===== src/rtl/alu_pkg.sv =====
// Shared definitions for the nibble-serial ALU stage.
//  - op-code encodings seen on in_op
//  - slice function select (low two op bits)
//  - sequencer state type
//  - nibble width
package alu_pkg;

   localparam int unsigned NIB_W = 4;

   // in_op encodings: bit 2 inverts B and supplies carry-in, bits 1:0 pick the function
   localparam logic [2:0] OP_AND = 3'b000;
   localparam logic [2:0] OP_OR  = 3'b001;
   localparam logic [2:0] OP_ADD = 3'b010;
   localparam logic [2:0] OP_SUB = 3'b110;
   localparam logic [2:0] OP_SLT = 3'b111;

   localparam logic [1:0] SEL_AND   = 2'b00;
   localparam logic [1:0] SEL_OR    = 2'b01;
   localparam logic [1:0] SEL_ARITH = 2'b10;
   localparam logic [1:0] SEL_SLT   = 2'b11;

   typedef enum logic [1:0] {
      ST_IDLE = 2'b00,
      ST_RUN  = 2'b01,
      ST_DONE = 2'b10
   } state_e;

   // SLT always subtracts; otherwise bit 2 selects B inversion / carry-in
   function automatic logic op_is_sub(input logic [2:0] op);
      return op[2] | (op[1:0] == SEL_SLT);
   endfunction

endpackage


===== src/rtl/alu_nibble_slice.sv =====
// Combinational 4-bit ALU slice.
//  a, b   : operand nibbles
//  binv   : invert b before use
//  cin    : carry into bit 0
//  sel    : 00 AND, 01 OR, 1x sum
//  y      : selected nibble result
//  cout   : carry out of bit 3
//  c3     : carry into bit 3 (used for signed overflow on the top nibble)
module alu_nibble_slice
   import alu_pkg::*;
(
   input  logic [NIB_W-1:0] a,
   input  logic [NIB_W-1:0] b,
   input  logic             binv,
   input  logic             cin,
   input  logic [1:0]       sel,
   output logic [NIB_W-1:0] y,
   output logic             cout,
   output logic             c3
);

   logic [NIB_W-1:0] bb;
   logic [NIB_W:0]   sum;
   logic [NIB_W-1:0] low_sum;

   always_comb begin
      bb      = b ^ {NIB_W{binv}};
      sum     = {1'b0, a} + {1'b0, bb} + {{NIB_W{1'b0}}, cin};
      // sum of the low three bits; its top bit is the carry into bit 3
      low_sum = {1'b0, a[2:0]} + {1'b0, bb[2:0]} + {{(NIB_W-1){1'b0}}, cin};
      cout    = sum[NIB_W];
      c3      = low_sum[NIB_W-1];
      unique case (sel)
         SEL_AND: y = a & bb;
         SEL_OR:  y = a | bb;
         default: y = sum[NIB_W-1:0];
      endcase
   end

endmodule


===== src/rtl/alu_nibble_seq.sv =====
// Nibble-serial wide ALU stage. Takes WIDTH-bit operands and an op code over valid/ready,
// processes one nibble per cycle LSB-first with the carry held in a register, and returns
// result, carry-out and signed overflow over valid/ready. One request in flight at a time.
//
// Ports:
//  clk, rst_n                  clock, asynchronous active-low reset
//  in_valid/in_ready           request handshake (in_ready only while idle)
//  in_a, in_b, in_op           operands and op (000 AND, 001 OR, 010 ADD, 110 SUB, 111 SLT)
//  out_valid/out_ready         result handshake; outputs held stable until accepted
//  out_result                  result
//  out_cout                    carry out of MSB for ADD/SUB, else 0
//  out_overflow                signed overflow for ADD/SUB, else 0
//  out_zero, out_neg           result==0 and result MSB; present only when
//                              ALU_NIBBLE_SEQ_ZERO_FLAG_EN is defined
//
// Latency from accepted request to out_valid is WIDTH/4 + 1 cycles: one per nibble, then
// one cycle to form the final result/flags into the output registers.
module alu_nibble_seq
   import alu_pkg::*;
#(
   parameter int unsigned WIDTH = 16
) (
   input  logic             clk,
   input  logic             rst_n,
   input  logic             in_valid,
   output logic             in_ready,
   input  logic [WIDTH-1:0] in_a,
   input  logic [WIDTH-1:0] in_b,
   input  logic [2:0]       in_op,
   output logic             out_valid,
   input  logic             out_ready,
   output logic [WIDTH-1:0] out_result,
   output logic             out_cout,
`ifdef ALU_NIBBLE_SEQ_ZERO_FLAG_EN
   output logic             out_zero,
   output logic             out_neg,
`endif
   output logic             out_overflow
);

   localparam int unsigned N     = WIDTH / NIB_W;
   localparam int unsigned IDX_W = (N > 1) ? $clog2(N) : 1;

   state_e             state_q, state_d;
   logic [IDX_W-1:0]   idx_q, idx_d;
   logic [WIDTH-1:0]   a_q, a_d;
   logic [WIDTH-1:0]   b_q, b_d;
   logic [WIDTH-1:0]   res_q, res_d;
   logic [1:0]         sel_q, sel_d;
   logic               binv_q, binv_d;
   logic               carry_q, carry_d;
   logic               msb_cin_q, msb_cin_d;
   logic               msb_cout_q, msb_cout_d;
   logic               out_valid_q, out_valid_d;
   logic [WIDTH-1:0]   out_result_q, out_result_d;
   logic               out_cout_q, out_cout_d;
   logic               out_ovf_q, out_ovf_d;
`ifdef ALU_NIBBLE_SEQ_ZERO_FLAG_EN
   logic               zero_acc_q, zero_acc_d;
   logic               out_zero_q, out_zero_d;
   logic               out_neg_q, out_neg_d;
`endif

   logic [NIB_W-1:0]   slice_y;
   logic               slice_cout;
   logic               slice_c3;
   logic               ovf;
   logic               slt_bit;
   logic               sub;

   alu_nibble_slice u_slice (
      .a    (a_q[NIB_W-1:0]),
      .b    (b_q[NIB_W-1:0]),
      .binv (binv_q),
      .cin  (carry_q),
      .sel  (sel_q),
      .y    (slice_y),
      .cout (slice_cout),
      .c3   (slice_c3)
   );

   always_comb begin
      state_d      = state_q;
      idx_d        = idx_q;
      a_d          = a_q;
      b_d          = b_q;
      res_d        = res_q;
      sel_d        = sel_q;
      binv_d       = binv_q;
      carry_d      = carry_q;
      msb_cin_d    = msb_cin_q;
      msb_cout_d   = msb_cout_q;
      out_valid_d  = out_valid_q;
      out_result_d = out_result_q;
      out_cout_d   = out_cout_q;
      out_ovf_d    = out_ovf_q;
`ifdef ALU_NIBBLE_SEQ_ZERO_FLAG_EN
      zero_acc_d   = zero_acc_q;
      out_zero_d   = out_zero_q;
      out_neg_d    = out_neg_q;
`endif
      sub          = op_is_sub(in_op);
      ovf          = msb_cin_q ^ msb_cout_q;
      slt_bit      = res_q[WIDTH-1] ^ ovf;

      case (state_q)
         ST_IDLE: begin
            if (in_valid) begin
               a_d     = in_a;
               b_d     = in_b;
               sel_d   = in_op[1:0];
               binv_d  = sub;
               carry_d = sub;
               idx_d   = '0;
`ifdef ALU_NIBBLE_SEQ_ZERO_FLAG_EN
               zero_acc_d = 1'b1;
`endif
               state_d = ST_RUN;
            end
         end
         ST_RUN: begin
            a_d     = a_q >> NIB_W;
            b_d     = b_q >> NIB_W;
            // result fills from the top so nibble 0 ends up at the bottom after N shifts
            res_d   = {slice_y, res_q[WIDTH-1:NIB_W]};
            carry_d = slice_cout;
`ifdef ALU_NIBBLE_SEQ_ZERO_FLAG_EN
            zero_acc_d = zero_acc_q & (slice_y == '0);
`endif
            if (idx_q == IDX_W'(N - 1)) begin
               msb_cin_d  = slice_c3;
               msb_cout_d = slice_cout;
               state_d    = ST_DONE;
            end else begin
               idx_d = idx_q + 1'b1;
            end
         end
         ST_DONE: begin
            if (!out_valid_q) begin
               // first DONE cycle: form the architectural result from the collected nibbles
               out_valid_d = 1'b1;
               unique case (sel_q)
                  SEL_ARITH: begin
                     out_result_d = res_q;
                     out_cout_d   = msb_cout_q;
                     out_ovf_d    = ovf;
`ifdef ALU_NIBBLE_SEQ_ZERO_FLAG_EN
                     out_zero_d   = zero_acc_q;
                     out_neg_d    = res_q[WIDTH-1];
`endif
                  end
                  SEL_SLT: begin
                     out_result_d = {{(WIDTH-1){1'b0}}, slt_bit};
                     out_cout_d   = 1'b0;
                     out_ovf_d    = 1'b0;
`ifdef ALU_NIBBLE_SEQ_ZERO_FLAG_EN
                     out_zero_d   = ~slt_bit;
                     out_neg_d    = 1'b0;
`endif
                  end
                  default: begin
                     out_result_d = res_q;
                     out_cout_d   = 1'b0;
                     out_ovf_d    = 1'b0;
`ifdef ALU_NIBBLE_SEQ_ZERO_FLAG_EN
                     out_zero_d   = zero_acc_q;
                     out_neg_d    = res_q[WIDTH-1];
`endif
                  end
               endcase
            end else if (out_ready) begin
               out_valid_d = 1'b0;
               state_d     = ST_IDLE;
            end
         end
         default: state_d = ST_IDLE;
      endcase
   end

   always_ff @(posedge clk or negedge rst_n) begin
      if (!rst_n) begin
         state_q      <= ST_IDLE;
         idx_q        <= '0;
         a_q          <= '0;
         b_q          <= '0;
         res_q        <= '0;
         sel_q        <= '0;
         binv_q       <= 1'b0;
         carry_q      <= 1'b0;
         msb_cin_q    <= 1'b0;
         msb_cout_q   <= 1'b0;
         out_valid_q  <= 1'b0;
         out_result_q <= '0;
         out_cout_q   <= 1'b0;
         out_ovf_q    <= 1'b0;
`ifdef ALU_NIBBLE_SEQ_ZERO_FLAG_EN
         zero_acc_q   <= 1'b0;
         out_zero_q   <= 1'b0;
         out_neg_q    <= 1'b0;
`endif
      end else begin
         state_q      <= state_d;
         idx_q        <= idx_d;
         a_q          <= a_d;
         b_q          <= b_d;
         res_q        <= res_d;
         sel_q        <= sel_d;
         binv_q       <= binv_d;
         carry_q      <= carry_d;
         msb_cin_q    <= msb_cin_d;
         msb_cout_q   <= msb_cout_d;
         out_valid_q  <= out_valid_d;
         out_result_q <= out_result_d;
         out_cout_q   <= out_cout_d;
         out_ovf_q    <= out_ovf_d;
`ifdef ALU_NIBBLE_SEQ_ZERO_FLAG_EN
         zero_acc_q   <= zero_acc_d;
         out_zero_q   <= out_zero_d;
         out_neg_q    <= out_neg_d;
`endif
      end
   end

   assign in_ready     = (state_q == ST_IDLE);
   assign out_valid    = out_valid_q;
   assign out_result   = out_result_q;
   assign out_cout     = out_cout_q;
   assign out_overflow = out_ovf_q;
`ifdef ALU_NIBBLE_SEQ_ZERO_FLAG_EN
   assign out_zero     = out_zero_q;
   assign out_neg      = out_neg_q;
`endif

endmodule


===== config.mk =====
export PLATFORM = sky130hd
export DESIGN_NAME = alu_nibble_seq
export DESIGN_NICKNAME = d
export VERILOG_FILES = /design/src/rtl/alu_pkg.sv /design/src/rtl/alu_nibble_slice.sv /design/src/rtl/alu_nibble_seq.sv
export SDC_FILE = /design/constraint.sdc
export NUM_CORES = 1
export LEC_CHECK = 0
export ABC_CLOCK_PERIOD_IN_PS = 2400
export CORE_ASPECT_RATIO = 1.2
export CORE_MARGIN = 1.5
export CORE_UTILIZATION = 50
export CTS_CLUSTER_SIZE = 25
export DETAILED_ROUTE_END_ITERATION = 12
export PLACE_DENSITY_LB_ADDON = 0.25
export SYNTH_ARGS = -nofsm -noshare
export SYNTH_HDL_FRONTEND = slang
export SYNTH_SLANG_ARGS = --single-unit

===== constraint.sdc =====
create_clock -name clk -period 2.4 [get_ports clk]
set_input_delay 0.48 -clock clk [delete_from_list [all_inputs] [get_ports clk]]
set_output_delay 0.48 -clock clk [all_outputs]
set_load 0.01 [all_outputs]

==> Word level (Yosys, flattened, before mapping) <==
Cells that the tools add are included.
{ "totals": {"ff_bits": 77, "output_inout_bits": 20, "word_cells": 67} }
{ "op_classes": {"addsub": 5, "n_eq_ne": 12, "n_mux": 20, "bitwise": 7, "n_reduce_logical": 9} }
{ "ops": {"columns": ["cell", "n"], "rows": [
  ["$pmux W16 S2", 2],
  ["$mux W16", 3],
  ["$mux W2", 6],
  ["$eq A2 B2 Y1 const B", 5],
  ["$ne A2 B2 Y1 const B", 5],
  ["$pmux W4 S2", 1],
  ["$reduce_and A2 Y1", 4],
  ["$pmux W2 S3", 1],
  ["$add A4 B4 Y5", 1],
  ["$add A5 B1 Y5", 1],
  ["$mux W1", 5],
  ["$add A3 B3 Y4", 1],
  ["$add A4 B1 Y4", 1],
  ["$and A4 B4 Y4", 1],
  ["$eq A2 B1 Y1 const B", 2],
  ["$logic_not A2 Y1", 2],
  ["$or A4 B4 Y4", 1],
  ["$pmux W2 S2", 1],
  ["$reduce_and A4 Y1", 1],
  ["$xor A4 B4 Y4", 1],
  ["$reduce_and A3 Y1", 1],
  ["$add A2 B1 Y2 const B", 1],
  ["$pmux W1 S2", 1],
  ["$reduce_bool A2 Y1", 1],
  ["3 further kinds", 4]
]} }

==> Depth between registers and ports, before layout <==
{ "logic_depth": {"depth_word": 4, "mapped_depth": 9, "ltp_nobuf": 8} }

==> Hierarchy <==
A second synthesis with hierarchy kept.
{ "unflattened": {"hier_cells": 394, "hier_area_um2": 3634.7} }
{ "by_module_without_submodules": {"columns": ["module", "n_inst", "cells_each", "area_each_um2", "seq_area_each_um2"], "rows": [
  ["alu_nibble_seq", 1, 342, 3250.6, 1926.8],
  ["alu_nibble_slice", 1, 52, 384.1, 0.0]
]} }

==> Worst setup path after synthesis <==
OpenSTA, ideal clock, no wires.
{ "synth_path": {"kind": "reg2reg", "start": "reg binv_q", "end": "reg res_q[13]", "setup_time_ns": 0.083, "arrival_ns": 2.016, "required_ns": 2.317, "slack_ns": 0.301, "path_stages_with_launch": 8, "path_buffers": 1, "period_less_slack_ns": 2.099, "cell_sequence": "dfrtp_1 > clkbuf_1 > xor2_1 > inv_1 > fa_1 > fa_1 > mux2_2 > o21ai_0"} }
{ "synth_via": {"elab_chain_len": 4} }
{ "synth_rtl": {"columns": ["item", "line_no", "text"], "rows": [
  ["from (decl)", "alu_nibble_seq.sv:50", "logic binv_q, binv_d;"],
  ["from (signal assigned)", "alu_nibble_seq.sv:208", "binv_q <= binv_d;"],
  ["$xor A4 B4 Y4 (*)", "alu_nibble_slice.sv:27", "bb = b ^ {NIB_W{binv}};"],
  ["$add A4 B4 Y5", "alu_nibble_slice.sv:28", "sum = {1'b0, a} + {1'b0, bb} + {{NIB_W{1'b0}}, cin};"],
  ["$add A5 B1 Y5", "alu_nibble_slice.sv:28", null],
  ["$pmux W4 S2 (*)", "alu_nibble_slice.sv:33", "unique case (sel)"],
  ["to (signal assigned)", "alu_nibble_seq.sv:206", "res_q <= res_d;"],
  ["to (decl)", "alu_nibble_seq.sv:48", "logic [WIDTH-1:0] res_q, res_d;"]
]} }
Every way passes the cells marked *; elsewhere a longest branch is shown, timed or not.
A chain may end at the register's enable or synchronous reset.

==> Worst setup path after layout <==
{ "layout_path": {"start": "reg binv_q", "end": "reg carry_q"} }
{ "layout_via": {"elab_chain_len": 4} }
{ "layout_rtl": {"columns": ["item", "line_no", "text"], "rows": [
  ["$xor A4 B4 Y4", "alu_nibble_slice.sv:27", null],
  ["$add A4 B4 Y5", "alu_nibble_slice.sv:28", null],
  ["$add A5 B1 Y5", "alu_nibble_slice.sv:28", null],
  ["$pmux W1 S2", "alu_nibble_seq.sv:106", "case (state_q)"],
  ["to (signal assigned)", "alu_nibble_seq.sv:209", "carry_q <= carry_d;"],
  ["to (decl)", "alu_nibble_seq.sv:51", "logic carry_q, carry_d;"]
]} }
Every way passes these cells.

==> flow_summary.yaml <==
clock_network:
  cts-buffers-inserted: 9
  clk_path_buf_depth: 2
  worstSkewPairLatency_ps: 350
  cts_max_level: 3
  cts_tree: "done"
  hold_buffers: 0
  cts.reportedPaths.clkPinSlew_ps: 80
  ctsResizeCount: 0
  cts_sinks: 77
  clockRootBuffer: "clkbuf_8"
  post_cts_buffers: 0
floorplan:
  initial_core_util: 0.522
  die_y_um: 95.9
  ios: 59
  die_w_um: 80.5
  row_count: 33
  die_area_um2: 7720
  core-area_um2: 6900
flow_run:
  cap_violations: 0
synthesis:
  avgSynthCellArea_um2: 10.1
  yosysWarnings: 0
  synthesis.area_um2: 3600
  synth_area_leaders: "dfrtp_1 54%, nand2_1 11%, mux2i_1 7.8%"
  synthArstFlopShare: 1.00
  seq_area_frac_synth: 0.535
  synth_fp_nets: 405
  synth_top_area_frac: 0.535
  ys_seq_elements: 77
  syn_inst: 355
  synthFlopType: "dfrtp_1"
  synth_top_area_cell: "dfrtp_1"
  synth_cell_type_count: 35
  synth_edf_count: 0
power_and_ir_drop:
  power-per-cell-area_nw_per_um2: 1430
  ir_drop_v: 0.000979
  p_leak_nw: 2.15
critical_path:
  cp-start-kind: "flip-flop"
  worstSetupEndpointType: "flip-flop"
  reg2reg_slack_ps: 260
  reg2reg_depth: 8
  crit_start: "binv_q"
  cpPeakStageDelay_ps: 450
  cp_cell_sequence: "xor2_1, inv_1, fa_1, fa_1, nor2b_1, o21ai_0, nand2b_1, a221o_1"
  crit_slowest_cell: "dfrtp_1"
  crit_arrival_ps: 2430
  worst_path_most_repeated_cell: "fa_1"
  reg2reg_from: "binv_q"
  rr_endpoint: "carry_q"
  critPathRequiredTime_ps: 2690
  cp_max_fo: 5
  path_class: "flip-flop to flip-flop"
place:
  place.gp.congestion: 0.802
  io_buffers: 58
  place_ws_ps: 239
  dpl.hpwl_mm: 5.00
timing:
  final.min_clock_period_ps: 2140
  finalMaxSlewViolations: 0
  finalCritPeriodShare: 0.890
  max_freq_ghz: 0.468
  worst_slack_ps: 263
  finalSetupTns_ps: 0
  maxSlewHeadroom: 0.508
  finalHoldViolations: 0
  rsz0062_at_grt: "false"
  tightest_slew_ps: 739
  finalClockSkew_ps: 7.09
  setup_viol: 0
cells_and_area:
  nFillCells: 557
  n_antenna_cell: 0
  final_common_cell: "nand2_1"
  layout.nets: 462
  final_util: 0.653
  final_cell_mix: "108 x nand2_1, 77 x dfrtp_1, 57 x clkdlybuf4s50_1"
  drive_above_1_share: 0.108
  area_growth_pct: 25.2
drt:
  drtIter0Drc: 136
  firstDrtPassIters: 4
  dr_total_vias: 2600
  antenna_left: 0
  route.detailed.drc: 0
  wirelength_mm: 6.83
  routed_via_density: 5.16
  wl_per_cell_um: 13.6
global_route:
  grt_max_degree: 42
  grt_pass1_vias: 2660
  globalRouteTotalUtil: 0.205
  grt_overflow: 0
  grt_pass1_wl_mm: 11.9
  antenna_found_initial: 0
run_status:
  run_status: "completed"
worst_hold_path:
  hold_path_class: "input port to async pin"
[worst max-delay path, delay by kind of cell, from the launching register on]
kind,cells,cell delay [ps]
DFF,1,450
buffers and inverters,1,100
xor gates and xnor gates,1,220
AOI/OAI and AO/OA,2,230
and+or+nand+nor,2,220
adders and majority gates,2,850
[sequential cells by signal, indices dropped and copies added, names as in the netlist]
| signal | flops |
|---|---|
| sel_q | 2 |
| state_q | 2 |
| msb_cout_q | 1 |
| out_cout | 1 |
| out_valid | 1 |
| out_result | 16 |
| res_q | 16 |
| carry_q | 1 |
| b_q | 16 |
| idx_q | 2 |
| msb_cin_q | 1 |
| binv_q | 1 |
| a_q | 16 |
| out_overflow | 1 |
[report_power, final]
group	internal, mW	switching [mW]	total, mW
registers	1.89	0.438	2.33
logic	1.40	1.54	2.95
clock network	0.691	0.470	1.16
[routing by layer]
metal / up-vias / global-route usage / wire, um
li1: 1286 / - / -
met1: 1243 / 0.238 / 2870
met2: 58 / 0.359 / 3530
met3: 13 / 0.0370 / 254
met4: 0 / 0.109 / 182
met5: - / 0 / 0
[synthesized netlist by cell type, types with 3 or more instances]
cell / number
ha_1: 9
dfrtp_1: 77
buf_2: 9
clkbuf_1: 6
o21ai_2: 10
a21oi_1: 3
o21ai_1: 7
nor2_1: 5
a22o_1: 9
o21ai_0: 33
buf_6: 5
nand2_1: 108
mux2i_1: 28
xnor2_1: 3
inv_1: 13
xor2_1: 4
[area by class of cell]
type | instances | area [um^2] | share of cell area
clock buffers | 10 | 128 | 0.0283
multi-input cells | 242 | 1500 | 0.333
repair buffers | 68 | 678 | 0.151
flip-flops and latches | 77 | 1930 | 0.428
inverters | 14 | 52.6 | 0.0117
well taps | 87 | 109 | 0.0242
clock inverters | 6 | 111 | 0.0247
[how the worst max path moves through the flow]
stage	endpoint	slack, ps	cells past startpoint
floorplan	res_q[13]	300	7
global route	res_q[13]	120	6
finish	carry_q	260	8
CTS	carry_q	240	8
detailed placement	carry_q	240	8
global placement	msb_cout_q	320	8
[metrics by stage]
step | power, mW | area [um^2] | std cells | hold slack, ps
final | 6.43 | 4510 | 504 | 71.8
after global routing | 7.00 | 4510 | 504 | 96.9
after CTS | 6.50 | 4510 | 504 | 80.4
after detailed placement | 5.33 | 4270 | 488 | 462
after global placement | 5.18 | 4270 | 488 | 459
after floorplan | 4.38 | 3600 | 355 | 184
[logic make-up (layout without fill, tap and decap cells)]
| kind of cell | after synthesis | after routing | share of synthesized area |
|---|---|---|---|
| buf+inv | 36 | 98 | 0.0532 |
| fa+ha+maj | 11 | 11 | 0.0424 |
| mux | 32 | 32 | 0.0925 |
| xor+xnor | 7 | 7 | 0.0170 |
| compound gates | 68 | 68 | 0.122 |
| simple gates | 124 | 124 | 0.137 |
| flops | 77 | 77 | 0.535 |
(Power assumes the default switching activity.)
